==> config.mk <==
export PLATFORM = sky130hd
export DESIGN_NAME = data_pattern_gen_flat
export DESIGN_NICKNAME = d
export VERILOG_FILES = /design/src/rtl/data_pattern_gen_if.sv /design/src/rtl/data_pattern_gen.sv /design/src/flat_wrapper.sv
export SDC_FILE = /design/constraint.sdc
export NUM_CORES = 1
export LEC_CHECK = 0
export ABC_AREA = 1
export CAP_MARGIN = 20
export CORE_MARGIN = 5
export CORE_UTILIZATION = 55
export CTS_CLUSTER_SIZE = 20
export DETAILED_ROUTE_END_ITERATION = 8
export PLACE_DENSITY_LB_ADDON = 0.2
export SETUP_SLACK_MARGIN = 0.2
export SLEW_MARGIN = 10
export SYNTH_ARGS = -nofsm -noshare
export SYNTH_HDL_FRONTEND = slang
export SYNTH_SLANG_ARGS = --single-unit
==> constraint.sdc <==
create_clock -name Sys_Clock -period 8.7 [get_ports Sys_Clock]
set_input_delay 1.74 -clock Sys_Clock [delete_from_list [all_inputs] [get_ports Sys_Clock]]
set_output_delay 1.74 -clock Sys_Clock [all_outputs]
set_load 0.01 [all_outputs]
==> src/rtl/data_pattern_gen_if.sv <==
// Pixel timing inputs, pattern controls and registered colour outputs
// of the test-pattern generator, bundled for a single port.
interface data_pattern_gen_if #(
    parameter int DW = 8
);
    logic          VSA;
    logic          DE;
    logic [15:0]   Pixel_Data_Cnt;
    logic [15:0]   Line_Data_Cnt;
    logic [2:0]    Mode_Sel;
    logic          Auto_En;
    logic [3*DW-1:0] Solid_RGB;
    logic [DW-1:0] R;
    logic [DW-1:0] G;
    logic [DW-1:0] B;
    logic          DE_Out;
    logic [2:0]    Cur_Mode;

    modport master (
        output VSA, DE, Pixel_Data_Cnt, Line_Data_Cnt,
        output Mode_Sel, Auto_En, Solid_RGB,
        input  R, G, B, DE_Out, Cur_Mode
    );

    modport slave (
        input  VSA, DE, Pixel_Data_Cnt, Line_Data_Cnt,
        input  Mode_Sel, Auto_En, Solid_RGB,
        output R, G, B, DE_Out, Cur_Mode
    );
endinterface

==> src/rtl/data_pattern_gen.sv <==
// Video test-pattern generator: solid, colour bars, ramp, checker,
// border and flicker, selected per frame manually or by auto-cycle.
module data_pattern_gen #(
    parameter int DW         = 8,
    parameter int H_ACT      = 800,
    parameter int V_ACT      = 480,
    parameter int FRAME_HOLD = 60
) (
    input  logic Sys_Clock,
    input  logic Reset,
    data_pattern_gen_if.slave bus
);
    localparam int          BW       = H_ACT / 8;
    localparam logic [15:0] BW_W     = 16'(BW);
    localparam logic [15:0] HOLD_MAX = 16'(FRAME_HOLD - 1);
    localparam logic [15:0] H_LAST   = 16'(H_ACT - 1);
    localparam logic [15:0] V_LAST   = 16'(V_ACT - 1);
    localparam logic [DW-1:0] FULL   = {DW{1'b1}};

    logic            vsa_d;
    logic [2:0]      cur_mode;
    logic [15:0]     hold_cnt;
    logic [DW-1:0]   frame_cnt;
    logic [3*DW-1:0] solid_q;

    logic            frame_start;
    logic [2:0]      mode_nxt;
    logic [15:0]     hold_nxt;
    logic [DW-1:0]   frame_nxt;
    logic [3*DW-1:0] solid_nxt;

    logic [15:0]     bar_q;
    logic [2:0]      bar_idx;
    logic [2:0]      bar_mask;
    logic [3*DW-1:0] pix_rgb;

    assign frame_start = bus.VSA & ~vsa_d;

    // Per-frame state as it will be after this edge; the pixel path
    // uses it too so a pixel coinciding with frame start sees the new mode.
    always_comb begin
        mode_nxt  = cur_mode;
        hold_nxt  = hold_cnt;
        frame_nxt = frame_cnt;
        solid_nxt = solid_q;
        if (frame_start) begin
            frame_nxt = frame_cnt + 1'b1;
            solid_nxt = bus.Solid_RGB;
            if (!bus.Auto_En) begin
                mode_nxt = bus.Mode_Sel;
                hold_nxt = '0;
            end else if (hold_cnt == HOLD_MAX) begin
                hold_nxt = '0;
                mode_nxt = (cur_mode >= 3'd5) ? 3'd0 : cur_mode + 3'd1;
            end else begin
                hold_nxt = hold_cnt + 16'd1;
            end
        end
    end

    // Colour-bar index, saturating for pixels beyond the eighth bar.
    always_comb begin
        bar_q   = bus.Pixel_Data_Cnt / BW_W;
        bar_idx = (bar_q > 16'd7) ? 3'd7 : bar_q[2:0];
        unique case (bar_idx)
            3'd0:    bar_mask = 3'b111;
            3'd1:    bar_mask = 3'b110;
            3'd2:    bar_mask = 3'b011;
            3'd3:    bar_mask = 3'b010;
            3'd4:    bar_mask = 3'b101;
            3'd5:    bar_mask = 3'b100;
            3'd6:    bar_mask = 3'b001;
            default: bar_mask = 3'b000;
        endcase
    end

    // Pattern colour for the current pixel in the effective mode.
    always_comb begin
        pix_rgb = '0;
        unique case (mode_nxt)
            3'd0: pix_rgb = solid_nxt;
            3'd1: pix_rgb = {{DW{bar_mask[2]}},
                             {DW{bar_mask[1]}},
                             {DW{bar_mask[0]}}};
            3'd2: pix_rgb = {3{bus.Pixel_Data_Cnt[DW-1:0]}};
            3'd3: begin
                if (bus.Pixel_Data_Cnt[5] ^ bus.Line_Data_Cnt[5])
                    pix_rgb = {3{FULL}};
            end
            3'd4: begin
                if (bus.Pixel_Data_Cnt == 16'd0 ||
                    bus.Pixel_Data_Cnt == H_LAST ||
                    bus.Line_Data_Cnt == 16'd0 ||
                    bus.Line_Data_Cnt == V_LAST)
                    pix_rgb = {3{FULL}};
            end
            3'd5: pix_rgb = {3{frame_nxt}};
            default: pix_rgb = '0;
        endcase
    end

    // Frame-level state: sync edge detect, mode, hold and frame counters.
    always_ff @(posedge Sys_Clock) begin
        if (Reset) begin
            vsa_d     <= 1'b1;
            cur_mode  <= '0;
            hold_cnt  <= '0;
            frame_cnt <= '0;
            solid_q   <= '0;
        end else begin
            vsa_d     <= bus.VSA;
            cur_mode  <= mode_nxt;
            hold_cnt  <= hold_nxt;
            frame_cnt <= frame_nxt;
            solid_q   <= solid_nxt;
        end
    end

    // Registered pixel output, blanked outside data enable.
    always_ff @(posedge Sys_Clock) begin
        if (Reset) begin
            bus.R      <= '0;
            bus.G      <= '0;
            bus.B      <= '0;
            bus.DE_Out <= 1'b0;
        end else begin
            bus.DE_Out <= bus.DE;
            if (bus.DE) begin
                bus.R <= pix_rgb[3*DW-1:2*DW];
                bus.G <= pix_rgb[2*DW-1:DW];
                bus.B <= pix_rgb[DW-1:0];
            end else begin
                bus.R <= '0;
                bus.G <= '0;
                bus.B <= '0;
            end
        end
    end

    assign bus.Cur_Mode = cur_mode;

endmodule

==> src/flat_wrapper.sv <==
// flat-port wrapper written by rule: the top's interface ports become plain ports
module data_pattern_gen_flat 
#(
    parameter int DW         = 8,
    parameter int H_ACT      = 800,
    parameter int V_ACT      = 480,
    parameter int FRAME_HOLD = 60
)
  (Sys_Clock, Reset, bus_VSA, bus_DE, bus_Pixel_Data_Cnt, bus_Line_Data_Cnt, bus_Mode_Sel, bus_Auto_En, bus_Solid_RGB, bus_R, bus_G, bus_B, bus_DE_Out, bus_Cur_Mode);
  data_pattern_gen_if #(.DW(DW)) bus_i ();
  input  logic Sys_Clock;
  input  logic Reset;
  input wire logic [$bits(bus_i.VSA)-1:0] bus_VSA;
  input wire logic [$bits(bus_i.DE)-1:0] bus_DE;
  input wire logic [$bits(bus_i.Pixel_Data_Cnt)-1:0] bus_Pixel_Data_Cnt;
  input wire logic [$bits(bus_i.Line_Data_Cnt)-1:0] bus_Line_Data_Cnt;
  input wire logic [$bits(bus_i.Mode_Sel)-1:0] bus_Mode_Sel;
  input wire logic [$bits(bus_i.Auto_En)-1:0] bus_Auto_En;
  input wire logic [$bits(bus_i.Solid_RGB)-1:0] bus_Solid_RGB;
  output wire logic [$bits(bus_i.R)-1:0] bus_R;
  output wire logic [$bits(bus_i.G)-1:0] bus_G;
  output wire logic [$bits(bus_i.B)-1:0] bus_B;
  output wire logic [$bits(bus_i.DE_Out)-1:0] bus_DE_Out;
  output wire logic [$bits(bus_i.Cur_Mode)-1:0] bus_Cur_Mode;
  assign bus_i.VSA = bus_VSA;
  assign bus_i.DE = bus_DE;
  assign bus_i.Pixel_Data_Cnt = bus_Pixel_Data_Cnt;
  assign bus_i.Line_Data_Cnt = bus_Line_Data_Cnt;
  assign bus_i.Mode_Sel = bus_Mode_Sel;
  assign bus_i.Auto_En = bus_Auto_En;
  assign bus_i.Solid_RGB = bus_Solid_RGB;
  assign bus_R = bus_i.R;
  assign bus_G = bus_i.G;
  assign bus_B = bus_i.B;
  assign bus_DE_Out = bus_i.DE_Out;
  assign bus_Cur_Mode = bus_i.Cur_Mode;
  data_pattern_gen #(.DW(DW), .H_ACT(H_ACT), .V_ACT(V_ACT), .FRAME_HOLD(FRAME_HOLD)) u_core (.Sys_Clock(Sys_Clock), .Reset(Reset), .bus(bus_i));
endmodule
Word-level counts from Yosys, hierarchy flattened
Index checks and enable logic that the tools add are counted.
Word-level totals
  output and inout port bits: 28
  register bits after elaboration: 77
  word-level logic and storage cells: 54
  input bits: 64
Operators by class
  divide/modulo/power cells: 1
  equality and inequality tests: 14
  bitwise logic cells: 4
  reduce and logical (&&, ||, !) cells: 8
  magnitude comparators: 2
  add/sub/neg operators: 3
  multiplexer cells: 13
Operators with widths (number)
  $pmux W24 S6: 1
  $mux W24: 3
  $logic_not A16 Y1: 2
  $mux W16: 2
  $pmux W3 S7: 1
  $add A16 B1 Y16 const B: 1
  $div A16 B7 Y16 const B: 1
  $eq A16 B10 Y1 const B: 1
  $eq A16 B6 Y1 const B: 1
  $eq A16 B9 Y1 const B: 1
  $gt A16 B3 Y1 const B: 1
  $eq A3 B3 Y1 const B: 5
  $mux W3: 5
  $eq A3 B2 Y1 const B: 4
  $add A8 B1 Y8 const B: 1
  $mux W8: 1
  $eq A3 B1 Y1 const B: 2
  $logic_not A3 Y1: 2
  $add A3 B1 Y3 const B: 1
  $ge A3 B3 Y1 const B: 1
  $logic_or A1 B1 Y1: 3
  $not A1 Y1: 2
  $reduce_or A2 Y1: 1
  $and A1 B1 Y1: 1
  $xor A1 B1 Y1: 1

Depth between registers and ports, before layout
  depth in word-level cells: 7
  depth in mapped cells: 49
  mapped depth without buffers: 49

Least setup slack after synthesis
No wires, ideal clock.
  path kind: input-to-reg
  start: input port bus_Pixel_Data_Cnt[12]
  end: register u_core.bus.B[1]
  stages: 41
  arrival time: 5.486 ns
  slack: 3.144 ns
  library setup time: 0.070 ns
  required time: 8.630 ns
  buffers on the path: 0
  cells stage by stage: nor2_1 -> nand2_1 -> nand3_1 -> nand2_1 -> nand2_1 -> nand2_2 -> o21ai_2 -> inv_1 -> nor2_1 -> nand2_2 -> nand2_4 -> nand3_1 -> xor2_1 -> inv_2 -> nand3_1 -> nand4_4 -> nand2_2 -> nand2_4 -> [... 5 more ...] -> nand2_2 -> nor2_4 -> nand2_2 -> nand2_4 -> nand2_1 -> nand2_1 -> nor2_4 -> nand2_4 -> nand2_4 -> nand2_1 -> nand2_2 -> nor2_2 -> nand2_1 -> nand3_2 -> nand2_2 -> nor2_4 -> nand3_4 -> a21oi_2
On the way
  word-level cells in the longest chain between the ends: 6
  elaborated cells on any way between the ends: 18
  those cells by class: div (1); order compare (1); eq/ne (7); mux (4); reduce/logical (5)
Ends and longest elaborated chain
  start, declared: RTL line flat_wrapper.sv:15  | input wire logic [$bits(bus_i.Pixel_Data_Cnt)-1:0] bus_Pixel_Data_Cnt;
  $div A16 B7 Y16, or another cell as far along: RTL line data_pattern_gen.sv:63  | bar_q = bus.Pixel_Data_Cnt / BW_W;
  $gt A16 B3 Y1 / $logic_or A1 B1 Y1 (equally long branches): RTL line data_pattern_gen.sv:64, data_pattern_gen.sv:91
  $mux W3 / $logic_or A1 B1 Y1 (equally long branches): RTL line data_pattern_gen.sv:64, data_pattern_gen.sv:92
  $eq A3 B3 Y1, or another cell as far along: RTL line data_pattern_gen.sv:65  | unique case (bar_idx)
  $pmux W3 S7 / $mux W24 (equally long branches): RTL line data_pattern_gen.sv:65, data_pattern_gen.sv:91
  $pmux W24 S6 (*): RTL line data_pattern_gen.sv:80  | unique case (mode_nxt)
  end signal, assigned: RTL line data_pattern_gen.sv:131  | bus.B <= pix_rgb[DW-1:0];
  end, declared: RTL line data_pattern_gen_if.sv:28  | output R, G, B, DE_Out, Cur_Mode
Mark *: on every way between the ends. The rest lies on a longest branch, timed or not.
A chain may end at the register's enable or synchronous reset.

Worst setup path in the final report
  start: input port bus_Pixel_Data_Cnt[14]
  end: register u_core.bus.B[4]
Same word-level chain as after synthesis.

==> results.md <==
* Initial Util at 55.6%
* Type of the worst min-delay path: flip-flop to flip-flop
* Post-layout util at 69.6%
* Setup crit end kind: flip-flop
* Postcts setup bufs at 0
* Crit-path slowest cell: clkdlybuf4s50_1
* Internal Power at 752 µW
* First-pass GRT wire length at 20,600 µm
* CP Class: primary input to flip-flop
* Drt wl/cell at 13.9 µm
* Most frequent cell after synthesis: nor2_1
* Setup Skew at 0.0166 ns
* Critical Path Fanout Max at 9
* Max-slew violation count at 0
* Final setup fails at 0
* Max_cap viols at 0
* WP data required at 8.96 ns
* Vias per cell at 5.43
* Core Area at 8640 µm²
* Slew Limit Headroom at 28.5%
* Buffers on Ports at 91
* Leakage power at 0.00247 µW
* Fmax at 154 MHz
* Vias in the first global route at 4,589
* Fill count at 715
* Total wire length at 12,400 µm
* Max incr delay on CP at 0.57 ns
* Async set-reset flop share out of synthesis at 0%
* Top cell by count, worst path: nand2_2
* DRC marker count from the first detailed-route iteration at 337
* Syn Std Cell Area at 4800 µm²
* Comb pwr share at 54.3%
* Post-synth top cells: nor2_1, nand2_1, inv_1
* Setup_tns at 0 ns
* Final ANT Viol Nets at 0
* Top cells by area, synth: dfxtp_1, nor2_1, nand2_1, inv_1, mux2i_1
* Cts hold-fix bufs at 0
* Io pins at 92
* CTS Buf Count at 9
* Clock Sinks at 77
* Worst slew pin tran at 1.06 ns
* Switching Share at 45.6%
* Clk pwr share at 19.4%
* Post-synth EDFFs at 0
* RSZ-0062 raised after global routing: no
* Detailed Routing Iterations Pass 1 at 5
* Crit share post-route at 74.4%
* Synth top area share at 32.1%
* Initial antenna violation count at 0
* Net switching power at 630 µW
* Clk_lat worst skew at 0.34 ns
* Area Overhead vs Synth at 25.2%
* Sequential area share after synthesis at 32.1%
* Mapped Avg Cell Area at 6.92 µm²
* Share of post-route cells with drive strength above 1 at 11.3%
* Total congestion overflow at 0
* Nets at 851
* Outcome: finished, final reports clean
* DIE AREA at 10,700 µm²
* Worst Path Arrival at 6.73 ns
* # DRC at 0
* Number of warning messages in the yosys log at 0
* Reg clk slew, reported paths at 0.08 ns
* Crit path max-delay family: simple AND/OR/NAND/NOR gates
* Area leader, netlist: dfxtp_1
* Max clock buf depth at 2
* Cell row count at 34
* # resized after CTS at 0
* Distinct cells, synth at 43
* Die X at 103 µm
* Syn Nets at 762
* Sequential power share at 26.3%
* Startpoint Class: primary input
* Yosys reg bits at 77
* PD cells at 230 nW/µm²
* Syn Inst Count at 694
* ANT cells at 0
* Post-DP HPWL at 9450 µm
* Min cycle time layout at 6.47 ns
* Final GP Congestion at 0.959
* DR vias at 4,861
* H-tree Lvls at 3
* Worst ir drop on vdd at 0.236 mV
* Worst Path Buf+Inv at 4
* CTS tree: yes
* Synth Flop Type: dfxtp_1
* GRT Resource Usage Total at 23.8%
* Largest net degree at the start of global routing at 41
* Die Ht at 103 µm
* Cell chosen for the clock root: clkbuf_8
* Fin. Hold Viols at 0
[layer usage]
metal  global-route usage, %  vias to the layer above  wire (µm)  part of all wire (%)
li1                        -                     2459          -                     -
met1                    30.0                     2222       5270                    42
met2                    41.9                      159       6130                    49
met3                    3.22                       21        769                   6.2
met4                    7.17                        0        245                   2.0
met5                       0                        -          0                     0
[kinds of logic (layout without fill, tap and decap cells)]
family                   Yosys count  count (layout)  synth area share, %
AO/OA/AOI/OAI                     85              85                 11.3
XOR/XNOR                          15              15                 2.73
adder cells (fa/ha/maj)            4               4                 1.04
buffers and inverters            112             205                 8.75
flip-flops                        77              77                 32.1
multiplexers                      24              24                 5.00
AND/OR/NAND/NOR                  377             377                 39.1
[state kept, by name, summed over array words and instances, names as in the netlist]
signal,cells
u_core.bus.B,8
u_core.bus.DE_Out,1
u_core.vsa_d,1
u_core.bus.G,8
u_core.frame_cnt,8
u_core.hold_cnt,16
u_core.solid_q,24
u_core.bus.Cur_Mode,3
u_core.bus.R,8
[final timing paths]
| check | startpoint | end | slack, ns | cells after the start |
|---|---|---|---|---|
| min | u_core.solid_q[11] | u_core.solid_q[11] | 0.49 | 2 |
| max reg2reg | u_core.vsa_d | u_core.bus.G[1] | 4.60 | 11 |
| max | bus_Pixel_Data_Cnt[14] | u_core.bus.B[4] | 2.23 | 41 |
| min reg2reg | u_core.solid_q[11] | u_core.solid_q[11] | 0.49 | 2 |
[cells in the final DEF (no fill, tap or decap), drive strengths merged, types with 2 or more instances in the layout]
master / instances
nand2: 146
nor2: 132
inv: 96
clkdlybuf4s50: 91
dfxtp: 77
nand3: 46
a21oi: 35
o21ai: 28
nand4: 26
mux2i: 24
xor2: 12
nor4: 11
clkbuf: 11
nor3: 10
o311ai: 5
ha: 4
xnor2: 3
nor3b: 3
a221oi: 3
o31ai: 3
a221o: 3
o211ai: 2
nand3b: 2
clkinvlp: 2
buf: 2
clkinv: 2
[power by group through the flow]
stage	Clock, µW	Sequential (µW)	Combinational [µW]
after floorplan	0	373	609
after global placement	0	371	722
after detailed placement	0	372	747
after CTS	271	363	751
after global routing	288	364	839
final	268	363	751
[worst min-delay path, cell delays in order (launching register included)]
cell     delay (ns)
dfxtp_1        0.31
mux2i_1        0.07
nor2_1         0.08
[layout make-up]
| class | instances | area, µm² | area share, % |
|---|---|---|---|
| Inverter | 96 | 360 | 5.99 |
| Timing Repair Buffer | 94 | 931 | 15.5 |
| Clock inverter | 5 | 58.8 | 0.978 |
| Sequential cell | 77 | 1540 | 25.6 |
| Multi-Input combinational cell | 505 | 2850 | 47.4 |
| Clock buffer | 10 | 138 | 2.29 |
| Tap cell | 108 | 135 | 2.25 |
[through the flow]
stage               instance area (µm²)  power, µW  std cells  hold slack (ns)  setup WS [ns]
detailed placement                 5810       1120        879            0.478           1.94
finish                             6010       1380        895            0.490           2.23
global route                       6010       1490        895            0.516           1.66
global placement                   5810       1090        879            0.468           2.14
floorplan                          4800        981        694            0.456           3.14
CTS                                6010       1380        894            0.494           2.26
No activity file was read; power rests on OpenSTA's default activity.
